**config.mk**
```make
export PLATFORM = sky130hd
export DESIGN_NAME = dac_pattern_gen_flat
export DESIGN_NICKNAME = d
export VERILOG_FILES = /design/src/rtl/dac_pattern_gen_if.sv /design/src/rtl/dac_pattern_gen.sv /design/src/flat_wrapper.sv
export SDC_FILE = /design/constraint.sdc
export NUM_CORES = 1
export LEC_CHECK = 0
export CAP_MARGIN = 20
export CORE_MARGIN = 2
export CORE_UTILIZATION = 55
export CTS_CLUSTER_DIAMETER = 50
export CTS_CLUSTER_SIZE = 30
export DETAILED_ROUTE_END_ITERATION = 10
export GPL_TIMING_DRIVEN = 0
export HOLD_SLACK_MARGIN = 0.06
export PLACE_DENSITY = 0.77
export SYNTH_ARGS = -nofsm -noshare
export SYNTH_HDL_FRONTEND = slang
export SYNTH_SLANG_ARGS = --single-unit
```
**constraint.sdc**
```tcl
create_clock -name CLK_24M -period 2.67 [get_ports CLK_24M]
set_clock_uncertainty 0.1 [all_clocks]
set_input_delay 0.4005 -clock CLK_24M [delete_from_list [all_inputs] [get_ports CLK_24M]]
set_output_delay 0.4005 -clock CLK_24M [all_outputs]
set_load 0.01 [all_outputs]
```
**src/rtl/dac_pattern_gen_if.sv**
```systemverilog
// Control and video-output bundle for dac_pattern_gen.
// The generator uses the master modport; the video sink or test driver uses slave.
interface dac_pattern_gen_if #(
    parameter int COLOR_W = 8
);
    logic               PCLK_EN;
    logic [1:0]         MODE;
    logic               FREEZE;
    logic [COLOR_W-1:0] VGA_R;
    logic [COLOR_W-1:0] VGA_G;
    logic [COLOR_W-1:0] VGA_B;
    logic               HSYNC;
    logic               VSYNC;
    logic               HBLANK;
    logic               VBLANK;
    logic               FRAME_START;

    modport master (
        input  PCLK_EN, MODE, FREEZE,
        output VGA_R, VGA_G, VGA_B, HSYNC, VSYNC, HBLANK, VBLANK, FRAME_START
    );

    modport slave (
        output PCLK_EN, MODE, FREEZE,
        input  VGA_R, VGA_G, VGA_B, HSYNC, VSYNC, HBLANK, VBLANK, FRAME_START
    );
endinterface

```
**src/rtl/dac_pattern_gen.sv**
```systemverilog
// Video DAC test pattern generator: raster timing plus four selectable RGB patterns.
// Optional macro DAC_TEST_BORDER_EN forces an all-ones one-pixel border around the active area.
module dac_pattern_gen #(
    parameter int COLOR_W     = 8,
    parameter int HOLD_CYCLES = 12000000,
    parameter int H_ACTIVE    = 320,
    parameter int H_TOTAL     = 384,
    parameter int HS_START    = 336,
    parameter int HS_LEN      = 29,
    parameter int V_ACTIVE    = 224,
    parameter int V_TOTAL     = 264,
    parameter int VS_START    = 240,
    parameter int VS_LEN      = 3,
    parameter int CELL_LOG2   = 4
) (
    input  logic              CLK_24M,
    input  logic              RESET,
    dac_pattern_gen_if.master vid
);
    localparam int H_W     = (H_TOTAL > 1) ? $clog2(H_TOTAL) : 1;
    localparam int V_W     = (V_TOTAL > 1) ? $clog2(V_TOTAL) : 1;
    localparam int T_W     = (HOLD_CYCLES > 1) ? $clog2(HOLD_CYCLES) : 1;
    localparam int BAR_PIX = H_ACTIVE / 8;
    localparam int P_W     = (BAR_PIX > 1) ? $clog2(BAR_PIX) : 1;

    typedef logic [H_W-1:0] h_t;
    typedef logic [H_W:0]   hx_t;
    typedef logic [V_W-1:0] v_t;
    typedef logic [V_W:0]   vx_t;
    typedef logic [T_W-1:0] t_t;
    typedef logic [P_W-1:0] p_t;

    localparam h_t  H_LAST    = h_t'(H_TOTAL - 1);
    localparam v_t  V_LAST    = v_t'(V_TOTAL - 1);
    localparam t_t  T_LAST    = t_t'(HOLD_CYCLES - 1);
    localparam p_t  BAR_LAST  = p_t'(BAR_PIX - 1);
    localparam hx_t HX_ACTIVE = hx_t'(H_ACTIVE);
    localparam hx_t HX_HS_BEG = hx_t'(HS_START);
    localparam hx_t HX_HS_END = hx_t'(HS_START + HS_LEN);
    localparam vx_t VX_ACTIVE = vx_t'(V_ACTIVE);
    localparam vx_t VX_VS_BEG = vx_t'(VS_START);
    localparam vx_t VX_VS_END = vx_t'(VS_START + VS_LEN);
`ifdef DAC_TEST_BORDER_EN
    localparam h_t  H_ACT_LAST = h_t'(H_ACTIVE - 1);
    localparam v_t  V_ACT_LAST = v_t'(V_ACTIVE - 1);
`endif

    h_t                 h_cnt_q, h_cnt_d;
    v_t                 v_cnt_q, v_cnt_d;
    logic [2:0]         bar_idx_q, bar_idx_d;
    p_t                 bar_pix_q, bar_pix_d;
    logic [1:0]         mode_q, mode_d;
    logic               wrap_q, wrap_d;
    t_t                 timer_q, timer_d;
    logic [2:0]         color_idx_q, color_idx_d;
    logic [COLOR_W-1:0] r_q, r_d, g_q, g_d, b_q, b_d;
    logic               hsync_q, hsync_d, vsync_q, vsync_d;
    logic               hblank_q, hblank_d, vblank_q, vblank_d;
    logic               frame_start_q, frame_start_d;

    hx_t                hx;
    vx_t                vx;
    logic [2:0]         rgb_on;
    logic               use_grey;
    logic [COLOR_W-1:0] grey;

    // Raster, bar tracking and mode latch; everything steps only on PCLK_EN.
    always_comb begin
        h_cnt_d   = h_cnt_q;
        v_cnt_d   = v_cnt_q;
        bar_idx_d = bar_idx_q;
        bar_pix_d = bar_pix_q;
        mode_d    = mode_q;
        wrap_d    = 1'b0;
        if (vid.PCLK_EN) begin
            if (h_cnt_q == H_LAST) begin
                h_cnt_d   = '0;
                bar_idx_d = '0;
                bar_pix_d = '0;
                if (v_cnt_q == V_LAST) begin
                    v_cnt_d = '0;
                    mode_d  = vid.MODE;
                    wrap_d  = 1'b1;
                end else begin
                    v_cnt_d = v_cnt_q + 1'b1;
                end
            end else begin
                h_cnt_d = h_cnt_q + 1'b1;
                if (bar_pix_q == BAR_LAST) begin
                    bar_pix_d = '0;
                    bar_idx_d = bar_idx_q + 1'b1;
                end else begin
                    bar_pix_d = bar_pix_q + 1'b1;
                end
            end
        end
    end

    // Solid-colour timer free-runs on every clock so mode 0 resumes mid-sequence.
    always_comb begin
        timer_d     = timer_q + 1'b1;
        color_idx_d = color_idx_q;
        if (timer_q == T_LAST) begin
            timer_d = '0;
            if (!vid.FREEZE) begin
                color_idx_d = color_idx_q + 1'b1;
            end
        end
    end

    // Output stage sees the current counter state, so outputs trail it by one clock.
    always_comb begin
        hx       = {1'b0, h_cnt_q};
        vx       = {1'b0, v_cnt_q};
        hblank_d = (hx >= HX_ACTIVE);
        vblank_d = (vx >= VX_ACTIVE);
        hsync_d  = !((hx >= HX_HS_BEG) && (hx < HX_HS_END));
        vsync_d  = !((vx >= VX_VS_BEG) && (vx < VX_VS_END));
        frame_start_d = wrap_q;
        grey     = COLOR_W'(h_cnt_q);
        rgb_on   = 3'b000;
        use_grey = 1'b0;
        case (mode_q)
            2'd0:    rgb_on = {color_idx_q[0], color_idx_q[1], color_idx_q[2]};
            2'd1:    rgb_on = ~{bar_idx_q[1], bar_idx_q[2], bar_idx_q[0]};
            2'd2:    use_grey = 1'b1;
            default: rgb_on = {3{h_cnt_q[CELL_LOG2] ^ v_cnt_q[CELL_LOG2]}};
        endcase
`ifdef DAC_TEST_BORDER_EN
        if (h_cnt_q == '0 || h_cnt_q == H_ACT_LAST || v_cnt_q == '0 || v_cnt_q == V_ACT_LAST) begin
            rgb_on   = 3'b111;
            use_grey = 1'b0;
        end
`endif
        if (use_grey) begin
            r_d = grey;
            g_d = grey;
            b_d = grey;
        end else begin
            r_d = {COLOR_W{rgb_on[2]}};
            g_d = {COLOR_W{rgb_on[1]}};
            b_d = {COLOR_W{rgb_on[0]}};
        end
        if (hblank_d || vblank_d) begin
            r_d = '0;
            g_d = '0;
            b_d = '0;
        end
    end

    always_ff @(posedge CLK_24M) begin
        if (RESET) begin
            h_cnt_q       <= '0;
            v_cnt_q       <= '0;
            bar_idx_q     <= '0;
            bar_pix_q     <= '0;
            mode_q        <= '0;
            wrap_q        <= 1'b0;
            timer_q       <= '0;
            color_idx_q   <= '0;
            r_q           <= '0;
            g_q           <= '0;
            b_q           <= '0;
            hsync_q       <= 1'b1;
            vsync_q       <= 1'b1;
            hblank_q      <= 1'b0;
            vblank_q      <= 1'b0;
            frame_start_q <= 1'b0;
        end else begin
            h_cnt_q       <= h_cnt_d;
            v_cnt_q       <= v_cnt_d;
            bar_idx_q     <= bar_idx_d;
            bar_pix_q     <= bar_pix_d;
            mode_q        <= mode_d;
            wrap_q        <= wrap_d;
            timer_q       <= timer_d;
            color_idx_q   <= color_idx_d;
            r_q           <= r_d;
            g_q           <= g_d;
            b_q           <= b_d;
            hsync_q       <= hsync_d;
            vsync_q       <= vsync_d;
            hblank_q      <= hblank_d;
            vblank_q      <= vblank_d;
            frame_start_q <= frame_start_d;
        end
    end

    assign vid.VGA_R       = r_q;
    assign vid.VGA_G       = g_q;
    assign vid.VGA_B       = b_q;
    assign vid.HSYNC       = hsync_q;
    assign vid.VSYNC       = vsync_q;
    assign vid.HBLANK      = hblank_q;
    assign vid.VBLANK      = vblank_q;
    assign vid.FRAME_START = frame_start_q;
endmodule

```
**src/flat_wrapper.sv**
```systemverilog
// flat-port wrapper written by rule: the top's interface ports become plain ports
module dac_pattern_gen_flat 
#(
    parameter int COLOR_W     = 8,
    parameter int HOLD_CYCLES = 12000000,
    parameter int H_ACTIVE    = 320,
    parameter int H_TOTAL     = 384,
    parameter int HS_START    = 336,
    parameter int HS_LEN      = 29,
    parameter int V_ACTIVE    = 224,
    parameter int V_TOTAL     = 264,
    parameter int VS_START    = 240,
    parameter int VS_LEN      = 3,
    parameter int CELL_LOG2   = 4
)
  (CLK_24M, RESET, vid_PCLK_EN, vid_MODE, vid_FREEZE, vid_VGA_R, vid_VGA_G, vid_VGA_B, vid_HSYNC, vid_VSYNC, vid_HBLANK, vid_VBLANK, vid_FRAME_START);
  dac_pattern_gen_if #(.COLOR_W(COLOR_W)) vid_i ();
  input  logic CLK_24M;
  input  logic RESET;
  input wire logic [$bits(vid_i.PCLK_EN)-1:0] vid_PCLK_EN;
  input wire logic [$bits(vid_i.MODE)-1:0] vid_MODE;
  input wire logic [$bits(vid_i.FREEZE)-1:0] vid_FREEZE;
  output wire logic [$bits(vid_i.VGA_R)-1:0] vid_VGA_R;
  output wire logic [$bits(vid_i.VGA_G)-1:0] vid_VGA_G;
  output wire logic [$bits(vid_i.VGA_B)-1:0] vid_VGA_B;
  output wire logic [$bits(vid_i.HSYNC)-1:0] vid_HSYNC;
  output wire logic [$bits(vid_i.VSYNC)-1:0] vid_VSYNC;
  output wire logic [$bits(vid_i.HBLANK)-1:0] vid_HBLANK;
  output wire logic [$bits(vid_i.VBLANK)-1:0] vid_VBLANK;
  output wire logic [$bits(vid_i.FRAME_START)-1:0] vid_FRAME_START;
  assign vid_i.PCLK_EN = vid_PCLK_EN;
  assign vid_i.MODE = vid_MODE;
  assign vid_i.FREEZE = vid_FREEZE;
  assign vid_VGA_R = vid_i.VGA_R;
  assign vid_VGA_G = vid_i.VGA_G;
  assign vid_VGA_B = vid_i.VGA_B;
  assign vid_HSYNC = vid_i.HSYNC;
  assign vid_VSYNC = vid_i.VSYNC;
  assign vid_HBLANK = vid_i.HBLANK;
  assign vid_VBLANK = vid_i.VBLANK;
  assign vid_FRAME_START = vid_i.FRAME_START;
  dac_pattern_gen #(.COLOR_W(COLOR_W), .HOLD_CYCLES(HOLD_CYCLES), .H_ACTIVE(H_ACTIVE), .H_TOTAL(H_TOTAL), .HS_START(HS_START), .HS_LEN(HS_LEN), .V_ACTIVE(V_ACTIVE), .V_TOTAL(V_TOTAL), .VS_START(VS_START), .VS_LEN(VS_LEN), .CELL_LOG2(CELL_LOG2)) u_core (.CLK_24M(CLK_24M), .RESET(RESET), .vid(vid_i));
endmodule
```
* Word level (Yosys, flattened, before mapping)
Index checks and enable logic that the tools add are counted.
** Storage, ports and cells
- Input bits :: 6
- Bits in registers :: 86
- Word-level logic and storage cells :: 65
- Output and inout port bits :: 29
** Cells by class
- $add $sub $neg :: 6
- Reductions and logical operators :: 14
- Equal/unequal tests :: 6
- $lt $le $gt $ge :: 6
- Bitwise logic cells :: 5
- Mux-type cells :: 12
** Operators by type and width (number)
- adder 24 x 1 -> 24 bit (second input constant) :: 1
- == test 24 bit (second input constant) :: 1
- 2-to-1 mux 8 bit :: 3
- adder 9 x 1 -> 9 bit (second input constant) :: 2
- == test 9 bit (second input constant) :: 2
- greater-or-equal comparator 9 x 8 -> 1 bit (second input constant) :: 2
- greater-or-equal comparator 9 bit (second input constant) :: 2
- 2-to-1 mux 9 bit :: 2
- 2-to-1 mux 6 bit :: 2
- less-than comparator 9 x 8 -> 1 bit (second input constant) :: 1
- less-than comparator 9 bit (second input constant) :: 1
- one-hot mux 3 bit (3 select lines) :: 1
- adder 3 x 1 -> 3 bit (second input constant) :: 2
- adder 6 x 1 -> 6 bit (second input constant) :: 1
- == test 6 bit (second input constant) :: 1
- 2-to-1 mux 3 bit :: 2
- AND reduction 2 bit :: 3
- OR reduction 2 bit :: 2
- inverter 1 bit :: 3
- inverter 3 bit :: 1
- AND reduction 3 bit :: 1
- OR reduction 3 bit :: 1
- == test 2 x 1 -> 1 bit (second input constant) :: 1
- == test 2 bit (second input constant) :: 1
- other kinds (7) :: 10

* Depth between registers and ports, before layout
Gate-level depths: netlist (run 1).
- Word-level depth :: 3
- Mapped depth :: 6
- Gate-level depth less buffers :: 5

* Worst setup path after synthesis (run 1)
No wires, ideal clock.
- Kind :: register to register
- From :: register u_core.timer_q[0]
- To :: register u_core.timer_q[22]
- Path slack :: 0.591 ns
- Arrival time :: 1.909 ns
- Library setup time :: 0.071 ns
- Path buffers :: 1
- Required time :: 2.499 ns
- Period minus slack after synthesis :: 2.079 ns
- Cell stages (with the launch flop) :: 7
- Path through :: dfxtp_1 ha_1 nand3_1 or4_1 clkbuf_1 or4_1 a21oi_1
** Between the ends
- Word-level cells in the longest chain between the ends :: 2
- Elaborated cells on any way between the ends :: 3
- Classes of those cells :: 1 x add/sub; 1 x eq/ne; 1 x reduce/logical
** Ends and longest elaborated chain
- start, declared :: line dac_pattern_gen.sv:54 : t_t timer_q, timer_d;
- start signal, assigned :: line dac_pattern_gen.sv:176 : timer_q <= timer_d;
- branches (longest 2 deep; another with adder 24 x 1 -> 24 bit)
Parallel ways; which one is timed is not known.
A chain may end at the register's enable or synchronous reset.

* Worst setup path after layout (run 1)
- From :: register u_core.h_cnt_q[1]
- To :: register u_core.v_cnt_q[8]
** Between the ends
- Word-level cells in the longest chain between the ends :: 2
** Ends and longest elaborated chain
- start, declared :: line dac_pattern_gen.sv:48 : h_t h_cnt_q, h_cnt_d;
- start signal, assigned :: line dac_pattern_gen.sv:170 : h_cnt_q <= h_cnt_d;
- == test 9 bit :: line dac_pattern_gen.sv:76 : if (h_cnt_q == H_LAST) begin
- AND reduction 2 bit (no source line)
- end signal, assigned :: line dac_pattern_gen.sv:171 : v_cnt_q <= v_cnt_d;
- end, declared :: line dac_pattern_gen.sv:49 : v_t v_cnt_q, v_cnt_d;
No other way between the ends.

==> results by stage, run 1 <==
Outcome:
- The flow ran to the end, and the final reports show no timing, DRC or antenna violations.

Hold path:
- The class of the most critical hold timing path is flop to flop.

Clock network:
- The number of H-tree levels is 3.
- After clock tree synthesis, the setup repair step added 0 buffers.
- For this design, the CTS-stage hold fixing added 0 buffers.
- The buffer cell driving the clock tree root is sky130_fd_sc_hd__clkbuf_8.
- After clock tree synthesis, the clock-pin slew on the worst setup and hold paths is 0.09 ns.
- Once the clock tree was built, the resizer swapped 0 gates to a different size.
- In this run the deepest clock path goes through 2 buffers.
- The number of sinks handled by clock tree synthesis is 86.
- TritonCTS built the clock tree.
- The source-to-sink clock delay at the later pin of the worst-skew pair is 0.35 ns.
- Buffers inserted during clock tree synthesis total 9.

Detailed routing:
- In the routed design, unresolved DRC markers number 0.
- The post-detailed-route wirelength per cell is 13.9 um.
- The routed layout has 2949 vias.
- Wires add up to 7.26 mm.
- After detailed routing, the number of vias per cell comes to 5.64.
- The pre-antenna-repair detailed-routing pass consisted of 4 iterations.
- For this block, the initial DRC count from the detailed router was 135.
- The detail route stage leaves a number of antenna-violating nets equal to 0.

Floorplan:
- The die extent in x is 84.3 um.
- Pin placement for this block handled 35 I/O pins.
- The initial core utilization is 56.5%.
- The height of the die is 84.3 um.
- The total area inside the core boundary comes to 0.00628 mm2.
- The number of placement rows is 29.
- The die covers 0.00711 mm2.

Setup path:
- STA puts the critical path data arrival time at 2.58 ns.
- Data on the critical path is required at its endpoint by 2.86 ns.
- The type of the worst setup path is flop to flop.
- The kind of end point of the critical path is a flop.
- The kind of cell with the highest combined delay on the critical path is simple AND/OR/NAND/NOR gates.
- The total buffers and inverters traversed by the critical path is 0.
- Of all nets on the critical path, the largest fanout is 8.
- The longest individual stage delay on the worst path is 0.67 ns.
- The signal on the critical path passes through ha_1 > nand4_1 > or4_1 > or3_1 > a21oi_1.
- The startpoint class of the critical path is a flop.
- The slowest cell on the critical path is sky130_fd_sc_hd__or4_1.

Pwr:
- The power share of the combinational group is 2.6%.
- Summed over all cells, the static leakage comes to 1.44 nW.
- Registers are responsible for 52.8% of the overall power.
- The power density over the cells is 583 mW/mm2.
- The clock group share of total power is 44.6%.
- The net switching fraction of the power is 20.5%.
- The internal power is 1.96 mW.
- The maximum ir drop on the vdd rail is 0.000479 V.
- The switching component of the power is 0.506 mW.

Yosys:
- The most common cell in the synthesized netlist is sky130_fd_sc_hd__dfxtp_1.
- The number of cells produced by synthesis is 397.
- Synthesis produced a netlist with a net count of 411.
- The register area share after synthesis is 48.6%.
- The average footprint of a synthesized cell is 8.93 um2.
- Yosys attributes the largest share of cell area to sky130_fd_sc_hd__dfxtp_1 (49%), sky130_fd_sc_hd__a21oi_1 (6.6%), sky130_fd_sc_hd__nor2_1 (4.6%), sky130_fd_sc_hd__xor2_1 (4.0%), sky130_fd_sc_hd__xnor2_1 (3.5%).
- The mapped netlist covers 0.00355 mm2.
- By count the netlist is led by sky130_fd_sc_hd__dfxtp_1 (86), sky130_fd_sc_hd__a21oi_1 (47), sky130_fd_sc_hd__nor2_1 (43).
- The primary flip-flop cell chosen by synthesis mapping is sky130_fd_sc_hd__dfxtp_1.
- The number of enable flip-flop cells after synthesis is 0.
- Of the post-synthesis cell area, the dominant cell type holds 48.6%.
- The cell taking the most area after synthesis is sky130_fd_sc_hd__dfxtp_1.
- The fraction of registers with async set/reset is 0%.
- Counting flops and latches in the post-synthesis netlist gives 86.
- The number of synthesis warnings is 0.
- The number of different library cells used by synthesis comes to 46.

Global routing:
- The number of global-route vias before repair was 2876.
- The maximum number of pins on one net before global-route repair is 15.
- Across every metal layer, demand over resource in global routing totals 21.8%.
- The first global-routing pass estimated 12.8 mm of wire.
- The number of antenna violations at the first check in global routing came to 0.
- The total overflow left after global routing is 0.

Layout:
- Registers take 0.00172 mm2.
- The number of antenna repair diodes is 0.
- The filler cells instantiated in the layout total 518.
- The fraction of final layout cells sized beyond drive strength 1 is 5.38%.
- The multi-input combinational cells in the finished layout cover a total of 0.00171 mm2.
- Leaving out filler cells and counting taps, the final layout contains 523.
- In the final design database the tool counted 456 nets.
- From synthesis to final layout, the design area changed by 19.2%.

STA:
- Hold timing on the final database bottoms out at a slack of 0.350 ns.
- The clock period minus worst slack is 2.39 ns.
- The count of final hold-check violations is 0.
- The final-layout setup total negative slack is 0 ns.
- The transition time of the tightest slew-check pin is 0.660 ns.
- In the finished design, the share of the clock period the worst path needs comes to 89.4%.
- The highest achievable clock rate is 0.419 GHz.
- Setup violations remaining at the end of the flow were counted as 0.
- The tightest slew margin relative to the limit is 55.8%.
- The number of slew-limit violations in the final report came to 0.
- Setup repair after global routing left no endpoint under its margin.

Placement:
- Detailed placement ended at an HPWL of 5.06 mm.
- In this run the tool buffered the top-level ports with 34 buffer cells.
- The congestion estimate from routability-driven global placement came to 0.832.
- In this run, placement finished with an instance count of 508.

Job:
- Across the run, the number of max-cap violations was 0.
state kept, by name, summed over array words and instances, names as in the netlist:
signal and flops:
u_core.vid.VGA_G 8, u_core.vid.VBLANK 1, u_core.h_cnt_q 9, u_core.vid.VSYNC 1, u_core.timer_q 24, u_core.vid.VGA_R 8
u_core.bar_idx_q 3, u_core.frame_start_d 1, u_core.vid.VGA_B 8, u_core.mode_q 2, u_core.vid.HSYNC 1, u_core.v_cnt_q 9
u_core.vid.FRAME_START 1, u_core.bar_pix_q 6, u_core.color_idx_q 3, u_core.vid.HBLANK 1
final timing paths:
path | startpoint | cells past startpoint | slack, ns | endpoint
max | u_core.h_cnt_q[1]$_SDFFE_PP0P_ | 5 | 0.28 | u_core.v_cnt_q[8]$_SDFFE_PP0P_
max reg2reg | u_core.h_cnt_q[1]$_SDFFE_PP0P_ | 5 | 0.28 | u_core.v_cnt_q[8]$_SDFFE_PP0P_
min | u_core.frame_start_d$_SDFF_PP0_ | 1 | 0.35 | u_core.vid.FRAME_START$_SDFF_PP0_
min reg2reg | u_core.frame_start_d$_SDFF_PP0_ | 1 | 0.35 | u_core.vid.FRAME_START$_SDFF_PP0_
power by group through the flow:
| stage | sequential, mW | combinational, mW | clock, mW |
|---|---|---|---|
| after floorplan | 1.33 | 0.0420 | 0 |
| after global placement | 1.33 | 0.0622 | 0 |
| after detailed placement | 1.33 | 0.0629 | 0 |
| after CTS | 1.30 | 0.0639 | 1.11 |
| after global routing | 1.31 | 0.0730 | 1.16 |
| final | 1.30 | 0.0638 | 1.10 |
per-layer routing:
layer,GRT usage [%],vias up,routed length (um)
met5,0,-,0
met4,8.80,0,87
met3,3.44,10,260
met2,38.5,45,3630
met1,26.4,1397,3280
li1,-,1497,-
area by class of cell:
cell class,instances,share of cell area [%]
clock buffers,10,3.26
multi-input cells,280,40.4
clock inverters,5,2.52
inverters,14,1.24
well taps,77,2.28
plain buffers,17,1.54
flip-flops and latches,86,40.7
repair buffers,34,8.05
cells by family (layout without fill, tap and decap cells):
family / count (synthesis) / count (layout) / synth area share, %
flops: 86 / 86 / 48.6
buf+inv: 31 / 80 / 3.32
simple gates: 163 / 163 / 25.3
fa+ha+maj: 8 / 8 / 2.82
compound gates: 78 / 78 / 12.4
xor+xnor: 30 / 30 / 7.41
mux: 1 / 1 / 0.282
stage by stage:
stage	worst slack, ns	instance area [um2]	util, %	power, mW
after global routing	0.156	4230	67.3	2.54
after detailed placement	0.105	3980	63.4	1.40
after floorplan	0.591	3550	-	1.37
final	0.283	4230	67.3	2.47
after CTS	0.315	4230	67.3	2.48
after global placement	0.0988	3980	63.4	1.39
cell usage in the layout (no fill, tap or decap), types with 3 or more instances in the layout:
cell type and count:
sky130_fd_sc_hd__nand3_1 20, sky130_fd_sc_hd__nor4_1 6, sky130_fd_sc_hd__or3_1 9, sky130_fd_sc_hd__or4_1 7
sky130_fd_sc_hd__bufinv_16 3, sky130_fd_sc_hd__clkbuf_1 15, sky130_fd_sc_hd__nor2b_1 3, sky130_fd_sc_hd__clkbuf_8 10
sky130_fd_sc_hd__nand2b_1 4, sky130_fd_sc_hd__a211oi_1 3, sky130_fd_sc_hd__dfxtp_1 86, sky130_fd_sc_hd__ha_1 8
sky130_fd_sc_hd__o31ai_1 4, sky130_fd_sc_hd__xnor2_1 14, sky130_fd_sc_hd__clkdlybuf4s50_1 34, sky130_fd_sc_hd__and4_1 5
sky130_fd_sc_hd__nor2_1 43, sky130_fd_sc_hd__nor3_1 8, sky130_fd_sc_hd__nand4_1 14, sky130_fd_sc_hd__xor2_1 16
sky130_fd_sc_hd__inv_1 14, sky130_fd_sc_hd__nand2_1 23, sky130_fd_sc_hd__and3_1 4, sky130_fd_sc_hd__o21ai_0 14
sky130_fd_sc_hd__a21oi_1 47
(Power assumes the default switching activity.)
==> inputs of run 2 (changes only) <==
--- a/config.mk
+++ b/config.mk
@@ -5,7 +5,7 @@
 export SDC_FILE = /design/constraint.sdc
 export NUM_CORES = 1
 export LEC_CHECK = 0
-export CAP_MARGIN = 20
+export CAP_MARGIN = 10
 export CORE_MARGIN = 2
 export CORE_UTILIZATION = 55
 export CTS_CLUSTER_DIAMETER = 50
@@ -13,6 +13,7 @@
 export DETAILED_ROUTE_END_ITERATION = 10
 export GPL_TIMING_DRIVEN = 0
 export HOLD_SLACK_MARGIN = 0.06
+export MAX_ROUTING_LAYER = met4
 export PLACE_DENSITY = 0.77
 export SYNTH_ARGS = -nofsm -noshare
 export SYNTH_HDL_FRONTEND = slang
==> run 2 against run 1 <==
Global-route usage up 0.70 points. Sequential share of layout area unchanged. Combinational power about the same. Largest power group unchanged. Via count up 0.88%.
==> results by stage, run 2 (synthesis results as in run 1) <==
STA:
- The count of final hold-check violations is 0 (unchanged).
- The number of slew-limit violations in the final report was 0 (unchanged).
- The clock period minus worst slack is 2.38 ns (was 2.39 ns).
- The tightest slew margin relative to the limit is 55.2% (was 55.8%).
- The transition time of the tightest slew-check pin is 0.669 ns (was 0.660 ns).
- The highest achievable clock rate is 0.421 GHz (was 0.419 GHz).
- The final-layout setup total negative slack is 0 ns (unchanged).
- Unrepaired setup endpoints after global routing: no (unchanged).
- The minimum hold slack is 0.350 ns (about the same).
- The total of endpoints with negative setup slack in the final report was 0 (unchanged).
- The final critical-path share of the clock period is 89.0% (was 89.4%).

Hold path:
- The number of cells on the worst hold path is 1 (unchanged).
- The class of the most critical hold timing path was flop to flop (unchanged).
- The hold path startpoint is u_core.frame_start_d$_SDFF_PP0_ (unchanged).
- The worst hold endpoint is u_core.vid.FRAME_START$_SDFF_PP0_ (unchanged).

Layout:
- The net total in the final layout is 456 (unchanged).
- The non-filler instance count after layout is 523 (unchanged).
- Registers with the most flip-flops: u_core.timer_q x24, u_core.h_cnt_q x9, u_core.v_cnt_q x9 (unchanged).
- The most frequent standard cell in the layout excluding fill and tap cells was sky130_fd_sc_hd__dfxtp_1 (unchanged).
- The register bank with the most flops is u_core.timer_q (unchanged).
- Commonest cells after routing, fill and taps aside: sky130_fd_sc_hd__dfxtp_1 (86), sky130_fd_sc_hd__a21oi_1 (47), sky130_fd_sc_hd__nor2_1 (43) (unchanged).
- The utilization after layout is 67.3% (unchanged).
- The filler cell count is 518 (unchanged).
- The area of all placed cells without fillers is 0.00423 mm2 (unchanged).
- The number of flip-flops in the largest register is 24 (unchanged).
- The area added between synthesis and finish is 19.2% (unchanged).
- The fraction of final layout cells sized beyond drive strength 1 is 5.38% (unchanged).
- The number of antenna repair diodes is 0 (unchanged).

Floorplan:
- The number of placement rows is 29 (unchanged).
- The die extent in x is 84.3 um (unchanged).
- The initial core utilization is 56.5% (unchanged).
- The height of the die is 84.3 um (unchanged).
- The area of the core is 0.00628 mm2 (unchanged).
- The number of top-level pins came to 35 (unchanged).
- The total die area is 0.00711 mm2 (unchanged).

Global routing:
- The maximum number of pins on one net before global-route repair came to 15 (unchanged).
- The number of antenna violations at the first check in global routing is 0 (unchanged).
- The remaining global-route overflow is 0 (unchanged).
- The number of global-route vias before repair was 2870 (was 2876).
- The total track usage came to 22.5% (was 21.8%).
- The global-route wire length before repair is 12.8 mm (unchanged).

Setup path:
- The peak fanout along the critical path is 8 (unchanged).
- The longest individual stage delay on the worst path is 0.67 ns (about the same).
- The required time of the critical path came to 2.86 ns (about the same).
- The worst setup path startpoint is u_core.h_cnt_q[1]$_SDFFE_PP0P_ (unchanged).
- The data arrival at the endpoint of the critical path is 2.56 ns (was 2.58 ns).
- The kind of cell with the highest combined delay on the critical path is simple AND/OR/NAND/NOR gates (unchanged).
- The total buffers and inverters traversed by the critical path came to 0 (unchanged).
- The critical register-to-register path startpoint is u_core.h_cnt_q[1]$_SDFFE_PP0P_ (unchanged).
- The startpoint class of the critical path is a flop (unchanged).
- The number of cell instances on the worst register-to-register path is 5 (unchanged).
- The endpoint of the most critical register-to-register path is u_core.v_cnt_q[8]$_SDFFE_PP0P_ (unchanged).
- The flop-to-flop setup slack is 0.29 ns (was 0.28 ns).
- Critical-path cell list: ha_1 > nand4_1 > or4_1 > or3_1 > a21oi_1 (unchanged).
- The kind of end point of the critical path is a flop (unchanged).
- The type of the worst setup path is flop to flop (unchanged).
- The slowest cell on the critical path is sky130_fd_sc_hd__or4_1 (unchanged).

Detailed routing:
- The count of TritonRoute iterations in the first routing pass was 4 (unchanged).
- The post-detailed-route wirelength per cell is 13.9 um (about the same).
- The wire length after detailed routing is 7.25 mm (was 7.26 mm).
- The number of design rule violations left after detail routing is 0 (unchanged).
- The post-route antenna net violation count is 0 (unchanged).
- The via density per instance is 5.69 (was 5.64).
- The number of DRC violations after detailed-routing iteration 0 was 166 (was 135).
- The via count of the routed design is 2975 (was 2949).

Clock network:
- The clock transition at the registers of the reported paths is 0.09 ns (about the same).
- The post-cts hold buffer count is 0 (unchanged).
- The TritonCTS clock tree is built (unchanged).
- The maximum buffer depth of the clock tree came to 2 (unchanged).
- The post-CTS resize count came to 0 (unchanged).
- The number of sinks handled by clock tree synthesis was 86 (unchanged).
- The setup fix buffers added after clock tree synthesis is 0 (unchanged).
- The TritonCTS buffer count was 9 (unchanged).
- The number of H-tree levels was 3 (unchanged).
- The source-to-sink clock delay at the later pin of the worst-skew pair is 0.35 ns (about the same).
- The buffer cell driving the clock tree root is sky130_fd_sc_hd__clkbuf_8 (unchanged).

Pwr:
- The maximum ir drop on the vdd rail is 0.000479 V (about the same).
- The power density over the cells is 583 mW/mm2 (about the same).
- The static leakage power is 1.44 nW (unchanged).

Job:
- The number of violations of the max-capacitance limit is 0 (unchanged).

Placement:
- The final estimated routing congestion in global placement is 0.845 (was 0.832).
- The placed cell count is 508 (unchanged).
- The total cell area at the placement stage is 0.00398 mm2 (unchanged).
- The number of port buffers is 34 (unchanged).
- The detailed placement HPWL is 5.06 mm (unchanged).

Outcome:
- Outcome: finished, final reports clean (unchanged).
==> run 2: cell counts in the layout (fill, tap and decap cells not counted) <==
No cell type changed its count.
==> run 2: report_power, final <==
part | switching (mW) | internal [mW] | total (mW)
sequential | 0.0127 | 1.29 | 1.30
combinational | 0.0400 | 0.0237 | 0.0637
clock | 0.453 | 0.645 | 1.10
==> run 2: worst max-delay path by stage <==
stage / endpoint / slack [ns] / depth (start not counted)
floorplan: u_core.timer_q[22]$_SDFF_PP0_ / 0.59 / 6
global placement: u_core.v_cnt_q[8]$_SDFFE_PP0P_ / 0.1 / 5
detailed placement: u_core.v_cnt_q[8]$_SDFFE_PP0P_ / 0.11 / 5
CTS: u_core.v_cnt_q[8]$_SDFFE_PP0P_ / 0.31 / 5
global route: u_core.timer_q[22]$_SDFF_PP0_ / 0.16 / 6
finish: u_core.v_cnt_q[8]$_SDFFE_PP0P_ / 0.29 / 5
==> run 2: per-layer routing <==
metal	vias up	track usage, %	share of wire (%)
li1	1497	-	-
met1	1416	26.4	46
met2	50	38.5	50
met3	12	3.44	2.7
met4	0	8.80	1.5
met5	-	-	0
==> run 2: area by class of cell <==
type	instances	area, um2	share of cell area [%]
multi-input combinational	280	1710	40.4
clock buffer	10	138	3.26
tap	77	96.3	2.28
inverter	14	52.6	1.24
timing repair buffer	34	340	8.05
buffer	17	65.1	1.54
clock inverter	5	106	2.52
sequential	86	1720	40.7
==> run 2: through the flow <==
stage,power (mW),setup slack [ns]
after global placement,1.39,0.0988
after detailed placement,1.40,0.105
after floorplan,1.37,0.591
after CTS,2.48,0.315
after global routing,2.54,0.156
final,2.47,0.294
==> inputs of run 3 (changes only) <==
--- a/config.mk
+++ b/config.mk
@@ -7,14 +7,14 @@
 export LEC_CHECK = 0
 export CAP_MARGIN = 10
 export CORE_MARGIN = 2
-export CORE_UTILIZATION = 55
+export CORE_UTILIZATION = 51
 export CTS_CLUSTER_DIAMETER = 50
 export CTS_CLUSTER_SIZE = 30
 export DETAILED_ROUTE_END_ITERATION = 10
 export GPL_TIMING_DRIVEN = 0
 export HOLD_SLACK_MARGIN = 0.06
 export MAX_ROUTING_LAYER = met4
-export PLACE_DENSITY = 0.77
+export PLACE_DENSITY = 0.75
 export SYNTH_ARGS = -nofsm -noshare
 export SYNTH_HDL_FRONTEND = slang
 export SYNTH_SLANG_ARGS = --single-unit
==> constraint.sdc (replaced) <==
create_clock -name CLK_24M -period 1.92 [get_ports CLK_24M]
set_clock_uncertainty 0.1 [all_clocks]
set_input_delay 0.288 -clock CLK_24M [delete_from_list [all_inputs] [get_ports CLK_24M]]
set_output_delay 0.288 -clock CLK_24M [all_outputs]
set_load 0.01 [all_outputs]
==> run 3 against run 2 <==
First-iteration DRC count shrank 13%. Clock power grew 7%. Sequential share of layout area shrank 1.7 points. Largest power group unchanged. Critical path depth is the same. Fmax grew 23%. Register-to-register slack lost 0.31 ns. The flow now finishes with violations (setup timing). Highest routed layer unchanged. Sequential power grew 39%. Cell area grew 7.3%. Die area grew 7.5%.
==> results by stage, run 3 (synthesis results as in run 1) <==
Outcome:
- Outcome: finished, violations left (was finished, final reports clean).
- The final reports fail on setup timing.

Layout:
- The area added between synthesis and finish came to 27.9% (was 19.2%).
- The number of antenna repair diodes is 0 (unchanged).
- The net total in the final layout is 476 (was 456).
- The register bank with the most flops is u_core.timer_q (unchanged).
- The fraction of final layout cells sized beyond drive strength 1 is 20.8% (was 5.38%).
- Registers with the most flip-flops: u_core.timer_q x24, u_core.h_cnt_q x9, u_core.v_cnt_q x9 (unchanged).
- The most frequent standard cell in the layout excluding fill and tap cells was sky130_fd_sc_hd__dfxtp_1 (unchanged).
- Commonest cells after routing, fill and taps aside: sky130_fd_sc_hd__dfxtp_1 (67), sky130_fd_sc_hd__a21oi_1 (43), sky130_fd_sc_hd__nor2_1 (42) (was sky130_fd_sc_hd__dfxtp_1 (86), sky130_fd_sc_hd__a21oi_1 (47), sky130_fd_sc_hd__nor2_1 (43)).
- The filler cell count was 541 (was 518).
- The number of flip-flops in the largest register came to 24 (unchanged).

Setup path:
- The most prevalent standard cell on the critical path is sky130_fd_sc_hd__or4_4.
- The type of the worst setup path is flop to flop (unchanged).
- The peak fanout along the critical path is 8 (unchanged).
- The slowest cell on the critical path is sky130_fd_sc_hd__or4_4 (was sky130_fd_sc_hd__or4_1).
- The total buffers and inverters traversed by the critical path is 0 (unchanged).
- The flop-to-flop setup slack is -0.02 ns (was 0.29 ns).
- Critical-path cell list: ha_4 > nand3_4 > or4_4 > or4_4 > a21oi_2 (was ha_1 > nand4_1 > or4_1 > or3_1 > a21oi_1).
- The startpoint class of the critical path is a flop (unchanged).
- The kind of cell with the highest combined delay on the critical path is simple AND/OR/NAND/NOR gates (unchanged).
- The required time of the critical path is 2.13 ns (was 2.86 ns).
- The kind of end point of the critical path is a flop (unchanged).
- The longest individual stage delay on the worst path came to 0.60 ns (was 0.67 ns).
- The data arrival at the endpoint of the critical path is 2.15 ns (was 2.56 ns).

Clock network:
- The maximum buffer depth of the clock tree came to 2 (unchanged).
- The number of H-tree levels is 3 (unchanged).
- The TritonCTS clock tree is built (unchanged).
- The post-cts hold buffer count came to 0 (unchanged).
- The source-to-sink clock delay at the later pin of the worst-skew pair is 0.37 ns (was 0.35 ns).
- The buffer cell driving the clock tree root is sky130_fd_sc_hd__clkbuf_8 (unchanged).
- The clock transition at the registers of the reported paths is 0.09 ns (about the same).
- The number of sinks handled by clock tree synthesis is 86 (unchanged).
- The TritonCTS buffer count came to 9 (unchanged).

Job:
- The number of violations of the max-capacitance limit is 0 (unchanged).

Placement:
- The final estimated routing congestion in global placement came to 0.875 (was 0.845).
- The number of port buffers came to 34 (unchanged).
- The detailed placement HPWL is 5.07 mm (was 5.06 mm).
- The setup slack at placement is -0.465 ns (was 0.105 ns).

Floorplan:
- The number of placement rows is 30 (was 29).
- The number of top-level pins is 35 (unchanged).
- The area of the core was 0.00676 mm2 (was 0.00628 mm2).
- The die extent in x is 87.4 um (was 84.3 um).
- The total die area is 0.00764 mm2 (was 0.00711 mm2).
- The height of the die is 87.4 um (was 84.3 um).
- The initial core utilization is 52.5% (was 56.5%).

STA:
- The clock period minus worst slack is 1.94 ns (was 2.38 ns).
- The tightest slew margin relative to the limit is 57.5% (was 55.2%).
- The transition time of the tightest slew-check pin came to 0.635 ns (was 0.669 ns).
- Unrepaired setup endpoints after global routing: yes (was no).
- The number of slew-limit violations in the final report came to 0 (unchanged).
- The total of endpoints with negative setup slack in the final report is 1 (was 0).
- The highest achievable clock rate came to 0.516 GHz (was 0.421 GHz).
- The final critical-path share of the clock period is 101% (was 89.0%).
- The count of final hold-check violations came to 0 (unchanged).
- The worst setup margin is -0.0175 ns (was 0.294 ns).

Detailed routing:
- The post-detailed-route wirelength per cell is 14.6 um (was 13.9 um).
- The number of design rule violations left after detail routing is 0 (unchanged).
- The count of TritonRoute iterations in the first routing pass came to 5 (was 4).
- The via count of the routed design was 3122 (was 2975).
- The wire length after detailed routing is 7.99 mm (was 7.25 mm).
- The post-route antenna net violation count was 0 (unchanged).
- The via density per instance is 5.71 (was 5.69).
- The number of DRC violations after detailed-routing iteration 0 is 144 (was 166).

Hold path:
- The class of the most critical hold timing path is flop to flop (unchanged).

Global routing:
- The number of global-route vias before repair came to 2871 (was 2870).
- The remaining global-route overflow came to 0 (unchanged).
- The global-route wire length before repair is 13.0 mm (was 12.8 mm).
- The total track usage came to 22.6% (was 22.5%).
- The maximum number of pins on one net before global-route repair is 17 (was 15).
- The number of antenna violations at the first check in global routing is 0 (unchanged).

Pwr:
- The total chip power is 3.09 mW (was 2.47 mW).
- The maximum ir drop on the vdd rail is 0.000439 V (was 0.000479 V).
- The static leakage power is 1.56 nW (was 1.44 nW).
- The power density over the cells is 682 mW/mm2 (was 583 mW/mm2).
## run 3: cell count changes in the layout (fill, tap and decap cells not counted), sizes merged
cell	before	now
buf	2	26
bufinv	3	0
clkbuf	25	19
clkinv	0	2
inv	15	18
or4	7	8
## run 3: area by class of cell
cell class	instances	area, um2	share of cell area [%]
multi-input combinational	281	1850	40.8
sequential	86	1770	39.0
tap	80	100	2.21
inverter	14	52.6	1.16
clock buffer	9	124	2.73
timing repair buffer	58	524	11.6
clock inverter	7	53.8	1.19
buffer	12	58.8	1.30
## run 3: what timing repair did
action	CTS	global route
pin swaps	6	11
buffers inserted	20	4
cloned	0	1
setup endpoints to repair	59	63
resized for setup	28	28
## run 3: final timing paths
check | startpoint | end | cells after the start
min | u_core.frame_start_d$_SDFF_PP0_ | u_core.vid.FRAME_START$_SDFF_PP0_ | 1
max reg2reg | u_core.timer_q[1]$_SDFF_PP0_ | u_core.timer_q[22]$_SDFF_PP0_ | 5
max | u_core.timer_q[1]$_SDFF_PP0_ | u_core.timer_q[22]$_SDFF_PP0_ | 5
min reg2reg | u_core.frame_start_d$_SDFF_PP0_ | u_core.vid.FRAME_START$_SDFF_PP0_ | 1
## run 3: power by group
part	switching, mW	internal [mW]
Clock	0.695	0.484
Combinational	0.0631	0.0471
Sequential	0.0182	1.79
## run 3: worst register-to-register path, stage by stage, from the launching register on
cell and delay, ns:
sky130_fd_sc_hd__dfxtp_4 0.38, sky130_fd_sc_hd__ha_4 0.15, sky130_fd_sc_hd__nand3_4 0.07, sky130_fd_sc_hd__or4_4 0.60
sky130_fd_sc_hd__or4_4 0.44, sky130_fd_sc_hd__a21oi_2 0.14
## run 3: per-stage QoR
step | TNS (ns) | cells | cell area (um2) | hold slack [ns] | util (%)
2_1_floorplan | -0.0198 | 397 | 3590 | 0.314 | -
5_1_grt | -0.927 | 547 | 4530 | 0.368 | 67.1
6_report | -0.0175 | 547 | 4530 | 0.354 | 67.1
3_5_place_dp | -17.67 | 511 | 4040 | 0.357 | 59.7
4_1_cts | 0 | 544 | 4420 | 0.359 | 65.4
3_3_place_gp | -17.14 | 511 | 4040 | 0.358 | 59.7
## run 3: routing by layer
layer	vias up	wire [um]	GRT usage, %
met2	76	3910	37.3
li1	1552	-	-
met3	16	393	5.88
met1	1478	3510	25.9
met4	0	180	9.51
met5	-	0	-
